## config.mk

```make
export PLATFORM = sky130hd
export DESIGN_NAME = ufm_rom_shadow_loader_flat
export DESIGN_NICKNAME = d
export VERILOG_FILES = /design/src/rtl/ufm_rom_shadow_loader_pkg.sv /design/src/rtl/ufm_rom_shadow_loader_if.sv /design/src/rtl/ufm_rom_shadow_loader_reader.sv /design/src/rtl/ufm_rom_shadow_loader.sv /design/src/flat_wrapper.sv
export SDC_FILE = /design/constraint.sdc
export NUM_CORES = 1
export LEC_CHECK = 0
export BUFFER_PORTS_ARGS = -buffer_cell sky130_fd_sc_hd__buf_2
export CORE_MARGIN = 5
export CORE_UTILIZATION = 55
export DETAILED_ROUTE_END_ITERATION = 8
export PLACE_DENSITY_LB_ADDON = 0.3
export SETUP_SLACK_MARGIN = 0.2
export SLEW_MARGIN = 25
export SYNTH_ARGS = -nofsm -noshare
export SYNTH_HDL_FRONTEND = slang
export SYNTH_SLANG_ARGS = --single-unit
```

## constraint.sdc

```tcl
create_clock -name SYS_CLK -period 5.3 [get_ports SYS_CLK]
set_clock_uncertainty 0.15 [all_clocks]
set_input_delay 0.53 -clock SYS_CLK [delete_from_list [all_inputs] [get_ports SYS_CLK]]
set_output_delay 0.53 -clock SYS_CLK [all_outputs]
set_load 0.005 [all_outputs]
```

## src/rtl/ufm_rom_shadow_loader_pkg.sv

```systemverilog
// ---------------------------------------------------------------------------
// ufm_loader_pkg
// Shared definitions for the UFM -> program RAM boot loader: FSM state
// encoding, header field positions and default image parameters.
// ---------------------------------------------------------------------------
package ufm_loader_pkg;

   typedef enum logic [3:0] {
      ST_IDLE,
      ST_HDR_REQ,
      ST_HDR_WAIT,
      ST_CHECK,
      ST_DAT_REQ,
      ST_DAT_WAIT,
      ST_WRITE,
      ST_DONE,
      ST_ERROR
   } state_e;

   localparam logic [15:0] MAGIC_DEFAULT     = 16'hA5C3;
   localparam int unsigned ROM_DEPTH_DEFAULT = 512;

   // Header word layout: {MAGIC, LEN}
   localparam int unsigned HDR_MAGIC_MSB = 31;
   localparam int unsigned HDR_MAGIC_LSB = 16;
   localparam int unsigned HDR_LEN_MSB   = 15;
   localparam int unsigned HDR_LEN_LSB   = 0;

   function automatic logic [31:0] swap_halves(input logic [31:0] w);
      return {w[15:0], w[31:16]};
   endfunction

endpackage

```

## src/rtl/ufm_rom_shadow_loader_if.sv

```systemverilog
// ---------------------------------------------------------------------------
// ufm_rom_shadow_loader_if
// Bus bundle for the boot loader: Avalon-MM read port toward the UFM and the
// 32-bit write port of the PIC program RAM. Signal names keep the loader's
// point of view (o_* driven by the loader, i_* driven by the UFM).
//   master : the loader
//   slave  : UFM / program RAM side
// ---------------------------------------------------------------------------
interface ufm_rom_shadow_loader_if;
   logic [15:0] o_ufm_addr;
   logic        o_ufm_read;
   logic [1:0]  o_ufm_burstcount;
   logic [31:0] i_ufm_readdata;
   logic        i_ufm_waitrequest;
   logic        i_ufm_readdatavalid;
   logic [8:0]  o_rom_wr_addr;
   logic [31:0] o_rom_wr_data;
   logic [3:0]  o_rom_wr_be;
   logic        o_rom_wr_we;

   modport master (
      output o_ufm_addr, o_ufm_read, o_ufm_burstcount,
      output o_rom_wr_addr, o_rom_wr_data, o_rom_wr_be, o_rom_wr_we,
      input  i_ufm_readdata, i_ufm_waitrequest, i_ufm_readdatavalid
   );

   modport slave (
      input  o_ufm_addr, o_ufm_read, o_ufm_burstcount,
      input  o_rom_wr_addr, o_rom_wr_data, o_rom_wr_be, o_rom_wr_we,
      output i_ufm_readdata, i_ufm_waitrequest, i_ufm_readdatavalid
   );
endinterface

```

## src/rtl/ufm_rom_shadow_loader_reader.sv

```systemverilog
// ---------------------------------------------------------------------------
// avmm_single_reader
// Single-outstanding Avalon-MM read handshake with response timeout.
//   SYS_CLK, user_reset_button : clock, async active-high reset
//   req_i        : caller is in a request state (read held until accepted)
//   wait_i       : caller is waiting for the response
//   waitrequest_i, readdatavalid_i, readdata_i : Avalon slave signals
//   read_o       : Avalon read strobe
//   accept_o     : read accepted this cycle
//   data_valid_o : response arrives this cycle (data_o valid next cycle)
//   timeout_o    : no response within TIMEOUT cycles of acceptance
//   data_o       : last captured response word
// ---------------------------------------------------------------------------
module avmm_single_reader #(
   parameter int unsigned TIMEOUT = 1024
) (
   input  logic        SYS_CLK,
   input  logic        user_reset_button,
   input  logic        req_i,
   input  logic        wait_i,
   input  logic        waitrequest_i,
   input  logic        readdatavalid_i,
   input  logic [31:0] readdata_i,
   output logic        read_o,
   output logic        accept_o,
   output logic        data_valid_o,
   output logic        timeout_o,
   output logic [31:0] data_o
);

   localparam int unsigned CW = $clog2(TIMEOUT + 1);
   localparam logic [CW-1:0] LAST = CW'(TIMEOUT - 1);

   logic [CW-1:0] cnt_q, cnt_d;
   logic [31:0]   data_q, data_d;

   always_comb begin
      read_o       = req_i;
      accept_o     = req_i & ~waitrequest_i;
      data_valid_o = wait_i & readdatavalid_i;
      // A response on the last allowed cycle still wins over the timeout.
      timeout_o    = wait_i & ~readdatavalid_i & (cnt_q == LAST);
      // Counter is held at zero outside WAIT, so it starts fresh per accept.
      cnt_d        = wait_i ? cnt_q + CW'(1) : '0;
      data_d       = data_valid_o ? readdata_i : data_q;
      data_o       = data_q;
   end

   always_ff @(posedge SYS_CLK or posedge user_reset_button) begin
      if (user_reset_button) begin
         cnt_q  <= '0;
         data_q <= '0;
      end else begin
         cnt_q  <= cnt_d;
         data_q <= data_d;
      end
   end

endmodule

```

## src/rtl/ufm_rom_shadow_loader.sv

```systemverilog
// ---------------------------------------------------------------------------
// ufm_rom_shadow_loader
// Boot-time copy of the PIC16F84 program image from the MAX10 UFM into the
// M9K program RAM. The PIC is held in reset until the image header has been
// validated and every word written.
//   SYS_CLK, user_reset_button : 50 MHz clock, async active-high reset
//   i_start          : loading may begin (level, sampled in IDLE only)
//   bus              : UFM Avalon read port + program RAM write port
//   o_pic_reset_hold : high until a successful load
//   o_busy           : loader is active
//   o_done / o_error : terminal status, cleared only by reset
//   o_word_count     : words written so far
// ---------------------------------------------------------------------------
module ufm_rom_shadow_loader
   import ufm_loader_pkg::*;
#(
   parameter logic [15:0] UFM_BASE    = 16'h0000,
   parameter int unsigned ROM_DEPTH   = ROM_DEPTH_DEFAULT,
   parameter logic [15:0] MAGIC       = MAGIC_DEFAULT,
   parameter int unsigned TIMEOUT     = 1024,
   parameter bit          SWAP_HALVES = 1'b0
) (
   input  logic                    SYS_CLK,
   input  logic                    user_reset_button,
   input  logic                    i_start,
   ufm_rom_shadow_loader_if.master bus,
   output logic                    o_pic_reset_hold,
   output logic                    o_busy,
   output logic                    o_done,
   output logic                    o_error,
   output logic [9:0]              o_word_count
);

   state_e      state_q, state_d;
   logic [9:0]  idx_q, idx_d;
   logic [15:0] len_q, len_d;
   logic [9:0]  count_q, count_d;

   logic        rd_req, rd_wait, rd_read, rd_accept, rd_valid, rd_timeout;
   logic [31:0] rd_data;
   logic [15:0] hdr_magic, hdr_len;

   assign rd_req    = (state_q == ST_HDR_REQ)  || (state_q == ST_DAT_REQ);
   assign rd_wait   = (state_q == ST_HDR_WAIT) || (state_q == ST_DAT_WAIT);
   assign hdr_magic = rd_data[HDR_MAGIC_MSB:HDR_MAGIC_LSB];
   assign hdr_len   = rd_data[HDR_LEN_MSB:HDR_LEN_LSB];

   avmm_single_reader #(
      .TIMEOUT (TIMEOUT)
   ) u_reader (
      .SYS_CLK           (SYS_CLK),
      .user_reset_button (user_reset_button),
      .req_i             (rd_req),
      .wait_i            (rd_wait),
      .waitrequest_i     (bus.i_ufm_waitrequest),
      .readdatavalid_i   (bus.i_ufm_readdatavalid),
      .readdata_i        (bus.i_ufm_readdata),
      .read_o            (rd_read),
      .accept_o          (rd_accept),
      .data_valid_o      (rd_valid),
      .timeout_o         (rd_timeout),
      .data_o            (rd_data)
   );

   always_comb begin
      state_d              = state_q;
      idx_d                = idx_q;
      len_d                = len_q;
      count_d              = count_q;
      bus.o_ufm_addr       = '0;
      bus.o_ufm_read       = rd_read;
      bus.o_ufm_burstcount = 2'd1;
      bus.o_rom_wr_addr    = '0;
      bus.o_rom_wr_data    = '0;
      bus.o_rom_wr_be      = '0;
      bus.o_rom_wr_we      = 1'b0;

      case (state_q)
         ST_IDLE: begin
            if (i_start) state_d = ST_HDR_REQ;
         end
         ST_HDR_REQ: begin
            bus.o_ufm_addr = UFM_BASE;
            if (rd_accept) state_d = ST_HDR_WAIT;
         end
         ST_HDR_WAIT: begin
            if (rd_valid)        state_d = ST_CHECK;
            else if (rd_timeout) state_d = ST_ERROR;
         end
         ST_CHECK: begin
            if (hdr_magic != MAGIC || 32'(hdr_len) > ROM_DEPTH) begin
               state_d = ST_ERROR;
            end else if (hdr_len == '0) begin
               state_d = ST_DONE;
            end else begin
               len_d   = hdr_len;
               idx_d   = '0;
               state_d = ST_DAT_REQ;
            end
         end
         ST_DAT_REQ: begin
            bus.o_ufm_addr = UFM_BASE + 16'd1 + {6'd0, idx_q};
            if (rd_accept) state_d = ST_DAT_WAIT;
         end
         ST_DAT_WAIT: begin
            if (rd_valid)        state_d = ST_WRITE;
            else if (rd_timeout) state_d = ST_ERROR;
         end
         ST_WRITE: begin
            bus.o_rom_wr_we   = 1'b1;
            bus.o_rom_wr_be   = 4'hF;
            bus.o_rom_wr_addr = idx_q[8:0];
            bus.o_rom_wr_data = SWAP_HALVES ? swap_halves(rd_data) : rd_data;
            count_d           = idx_q + 10'd1;
            if (({6'd0, idx_q} + 16'd1) == len_q) begin
               state_d = ST_DONE;
            end else begin
               idx_d   = idx_q + 10'd1;
               state_d = ST_DAT_REQ;
            end
         end
         ST_DONE:  state_d = ST_DONE;
         ST_ERROR: state_d = ST_ERROR;
         default:  state_d = ST_IDLE;
      endcase

      o_busy           = !(state_q inside {ST_IDLE, ST_DONE, ST_ERROR});
      o_done           = (state_q == ST_DONE);
      o_error          = (state_q == ST_ERROR);
      o_pic_reset_hold = (state_q != ST_DONE);
      o_word_count     = count_q;
   end

   always_ff @(posedge SYS_CLK or posedge user_reset_button) begin
      if (user_reset_button) begin
         state_q <= ST_IDLE;
         idx_q   <= '0;
         len_q   <= '0;
         count_q <= '0;
      end else begin
         state_q <= state_d;
         idx_q   <= idx_d;
         len_q   <= len_d;
         count_q <= count_d;
      end
   end

endmodule
```

## src/flat_wrapper.sv

```systemverilog
// flat-port wrapper written by rule: the top's interface ports become plain ports
module ufm_rom_shadow_loader_flat import ufm_loader_pkg::*;
#(
   parameter logic [15:0] UFM_BASE    = 16'h0000,
   parameter int unsigned ROM_DEPTH   = ROM_DEPTH_DEFAULT,
   parameter logic [15:0] MAGIC       = MAGIC_DEFAULT,
   parameter int unsigned TIMEOUT     = 1024,
   parameter bit          SWAP_HALVES = 1'b0
)
  (SYS_CLK, user_reset_button, i_start, o_pic_reset_hold, o_busy, o_done, o_error, o_word_count, bus_o_ufm_addr, bus_o_ufm_read, bus_o_ufm_burstcount, bus_o_rom_wr_addr, bus_o_rom_wr_data, bus_o_rom_wr_be, bus_o_rom_wr_we, bus_i_ufm_readdata, bus_i_ufm_waitrequest, bus_i_ufm_readdatavalid);
  ufm_rom_shadow_loader_if bus_i ();
  input  logic SYS_CLK;
  input  logic user_reset_button;
  input  logic i_start;
  output logic o_pic_reset_hold;
  output logic o_busy;
  output logic o_done;
  output logic o_error;
  output logic [9:0] o_word_count;
  output wire logic [$bits(bus_i.o_ufm_addr)-1:0] bus_o_ufm_addr;
  output wire logic [$bits(bus_i.o_ufm_read)-1:0] bus_o_ufm_read;
  output wire logic [$bits(bus_i.o_ufm_burstcount)-1:0] bus_o_ufm_burstcount;
  output wire logic [$bits(bus_i.o_rom_wr_addr)-1:0] bus_o_rom_wr_addr;
  output wire logic [$bits(bus_i.o_rom_wr_data)-1:0] bus_o_rom_wr_data;
  output wire logic [$bits(bus_i.o_rom_wr_be)-1:0] bus_o_rom_wr_be;
  output wire logic [$bits(bus_i.o_rom_wr_we)-1:0] bus_o_rom_wr_we;
  input wire logic [$bits(bus_i.i_ufm_readdata)-1:0] bus_i_ufm_readdata;
  input wire logic [$bits(bus_i.i_ufm_waitrequest)-1:0] bus_i_ufm_waitrequest;
  input wire logic [$bits(bus_i.i_ufm_readdatavalid)-1:0] bus_i_ufm_readdatavalid;
  assign bus_o_ufm_addr = bus_i.o_ufm_addr;
  assign bus_o_ufm_read = bus_i.o_ufm_read;
  assign bus_o_ufm_burstcount = bus_i.o_ufm_burstcount;
  assign bus_o_rom_wr_addr = bus_i.o_rom_wr_addr;
  assign bus_o_rom_wr_data = bus_i.o_rom_wr_data;
  assign bus_o_rom_wr_be = bus_i.o_rom_wr_be;
  assign bus_o_rom_wr_we = bus_i.o_rom_wr_we;
  assign bus_i.i_ufm_readdata = bus_i_ufm_readdata;
  assign bus_i.i_ufm_waitrequest = bus_i_ufm_waitrequest;
  assign bus_i.i_ufm_readdatavalid = bus_i_ufm_readdatavalid;
  ufm_rom_shadow_loader #(.UFM_BASE(UFM_BASE), .ROM_DEPTH(ROM_DEPTH), .MAGIC(MAGIC), .TIMEOUT(TIMEOUT), .SWAP_HALVES(SWAP_HALVES)) u_core (.SYS_CLK(SYS_CLK), .user_reset_button(user_reset_button), .i_start(i_start), .bus(bus_i), .o_pic_reset_hold(o_pic_reset_hold), .o_busy(o_busy), .o_done(o_done), .o_error(o_error), .o_word_count(o_word_count));
endmodule
```

==> results.json <==
{
  "critPathMaxFanout": 8,
  "cts_tree": "done",
  "grt.overflow.total": 0,
  "p_leak_nw": 2.592,
  "drv_cap": 0,
  "place_congestion": 0.9052,
  "crit_type": "reg -> reg",
  "tns_ps": 0,
  "root_buffer": "clkbuf_8",
  "slew_violations": 0,
  "die_area_um2": 10380,
  "area_growth_pct": 15.61,
  "ctsResizeCount": 0,
  "track_usage_pct": 20.63,
  "cts.sinks": 83,
  "grt_pass1_vias": 3531,
  "final_cells": 655,
  "crit_path_end_kind": "flop",
  "tightest_slew_ps": 687.4,
  "p_per_area_nw_per_um2": 406.7,
  "drcViolationCount": 0,
  "critPathRequiredTime_ps": 5350,
  "ys_warn_count": 0,
  "die_w_um": 101.9,
  "ys_async_sr_fraction_pct": 100.0,
  "place_hpwl_mm": 7.711,
  "grt_antenna_before_repair": 0,
  "core_area_um2": 8217,
  "clk_latency_ps": 340,
  "ant_nets": 0,
  "drive_above_1_share_pct": 33.45,
  "fillCellCount": 682,
  "route.vias.total": 3576,
  "final_common_cell": "buf_2",
  "setup_viol": 0,
  "fin_nets": 585,
  "insertedDiodeCount": 0,
  "ys_types": 69,
  "peakVddDrop_v": 0.0002374,
  "synth.avg_cell_area_um2": 10.20,
  "hold_path_class": "in -> async",
  "grt_first_pass_wirelength_mm": 16.97,
  "io_buffers": 108,
  "holdWs_ps": 34.61,
  "place_inst": 640,
  "multi_input_area_um2": 2330,
  "cts_setup_buffers": 0,
  "wl_mm": 10.28,
  "rows": 33,
  "yosys_most_used_dff": "dfrtp_1",
  "ys_seq_elements": 83,
  "ctsHtreeMaxLevel": 3,
  "drtIter0Drc": 173,
  "synth_cells": 455,
  "die_y_um": 101.9,
  "synthDominantCellAreaShare_pct": 44.74,
  "cp.arrival_ps": 2930,
  "cts.clk_slew.worst_paths_ps": 80,
  "cts_hold_buf": 0,
  "synth-edff-count": 0,
  "r2r_slack_ps": 2430,
  "seq_area_um2": 2077,
  "startpoint_type": "flop",
  "numCtsBuffers": 9,
  "clk_path_buf_depth": 2,
  "hold_viol": 0,
  "io_pins": 116,
  "synth_seq_area_share_pct": 44.74,
  "period_share_pct": 54.24,
  "fmax_mhz": 347.9,
  "initial_core_util_pct": 56.49,
  "min_period_ps": 2875,
  "yosys.area.top_type": "dfrtp_1",
  "rsz0062_at_grt": "no",
  "netlist_area_um2": 4642,
  "synth_area_leaders": "dfrtp_1 45%, mux2_2 9.5%, and2_1 5.8%",
  "first_pass_iters": 4,
  "wl_per_cell_um": 15.69,
  "slew_headroom_pct": 54.18,
  "vias_per_cell": 5.460,
  "layout_common_cells": "108 x buf_2, 83 x dfrtp_1, 50 x nor2_1",
  "grt_max_degree": 56,
  "outcome": "completed"
}
[power by group]
group,internal [mW],switching [mW],leakage [nW]
combinational,0.360,0.368,1.42
sequential,0.800,0.171,1.07
clock,0.264,0.220,0.0996
[cells in the mapped netlist (3+ instances only)]
master    number
mux2_2        39
o21ai_0       13
nor3_1         7
a31oi_1        3
a21o_1         5
or3_1          9
buf_4         13
nand3_1       17
xor2_1        10
a21oi_1        5
inv_1         15
nor2_1        51
dfrtp_1       83
nor4_1         5
buf_2          7
xnor2_1       17
and2_1        43
o221ai_1       3
clkbuf_1      15
nand2b_1       6
a22o_1         5
nand2_1       23
nand4_1        3
[flip-flops by register name (all words and copies together), names as in the netlist]
name and count:
u_core.idx_q 10, u_core.len_q 16, u_core.o_word_count 10, u_core.state_q 4, u_core.u_reader.cnt_q 11, u_core.u_reader.data_o 32
[area by class of cell]
cell class / instances / share of cell area [%]
well taps: 105 / 2.448
repair buffers: 111 / 10.49
inverters: 15 / 1.073
flip-flops and latches: 83 / 38.70
clock buffers: 11 / 2.448
multi-input cells: 326 / 43.41
clock inverters: 4 / 1.422
[stage by stage]
stage	total power [mW]	worst slack [ps]	util (%)	area, µm²
2_1_floorplan	1.475	2483	-	4661
3_3_place_gp	1.688	2386	62.78	5159
3_5_place_dp	1.715	2257	62.78	5159
4_1_cts	2.202	2063	65.31	5366
5_1_grt	2.329	2218	65.31	5366
6_report	2.183	2425	65.31	5366
[kinds of logic (layout without fill, tap and decap cells)]
kind of cell / Yosys count / count (layout) / synth area share, %
multiplexers: 43 / 43 / 10.38
flip-flops: 83 / 83 / 44.74
AND/OR/NAND/NOR: 189 / 189 / 23.26
adder cells (fa/ha/maj): 2 / 2 / 0.5390
XOR/XNOR: 29 / 29 / 5.930
AO/OA/AOI/OAI: 56 / 56 / 9.461
buffers and inverters: 51 / 141 / 5.525
other: 2 / 7 / 0.1618
[final timing paths]
check	cells past startpoint	end	from
hold / removal	2	u_core.u_reader.data_o[13]	user_reset_button
hold reg to reg	2	u_core.o_word_count[2]	u_core.o_word_count[2]
setup reg to reg	7	u_core.idx_q[6]	u_core.idx_q[0]
setup / recovery	7	u_core.idx_q[6]	u_core.idx_q[0]
max in group asynchronous	3	u_core.u_reader.cnt_q[8]	user_reset_button
min in group SYS_CLK	2	u_core.u_reader.data_o[16]	bus_i_ufm_readdata[16]
[routing by layer]
layer,global-route usage (%),share of wire (%),vias up
li1,-,-,1739
met1,27.21,42,1726
met2,33.80,50,100
met3,5.666,7.0,11
met4,5.651,1.1,0
met5,0,0,-
[critical path: stages (launching register included)]
cell and delay (ps):
dfrtp_1 510, ha_1 400, nand3_1 290, or3_1 410
o22a_1 160, o22ai_1 320, and4_1 340, o221ai_1 140
No activity file was read; power rests on OpenSTA's default activity.
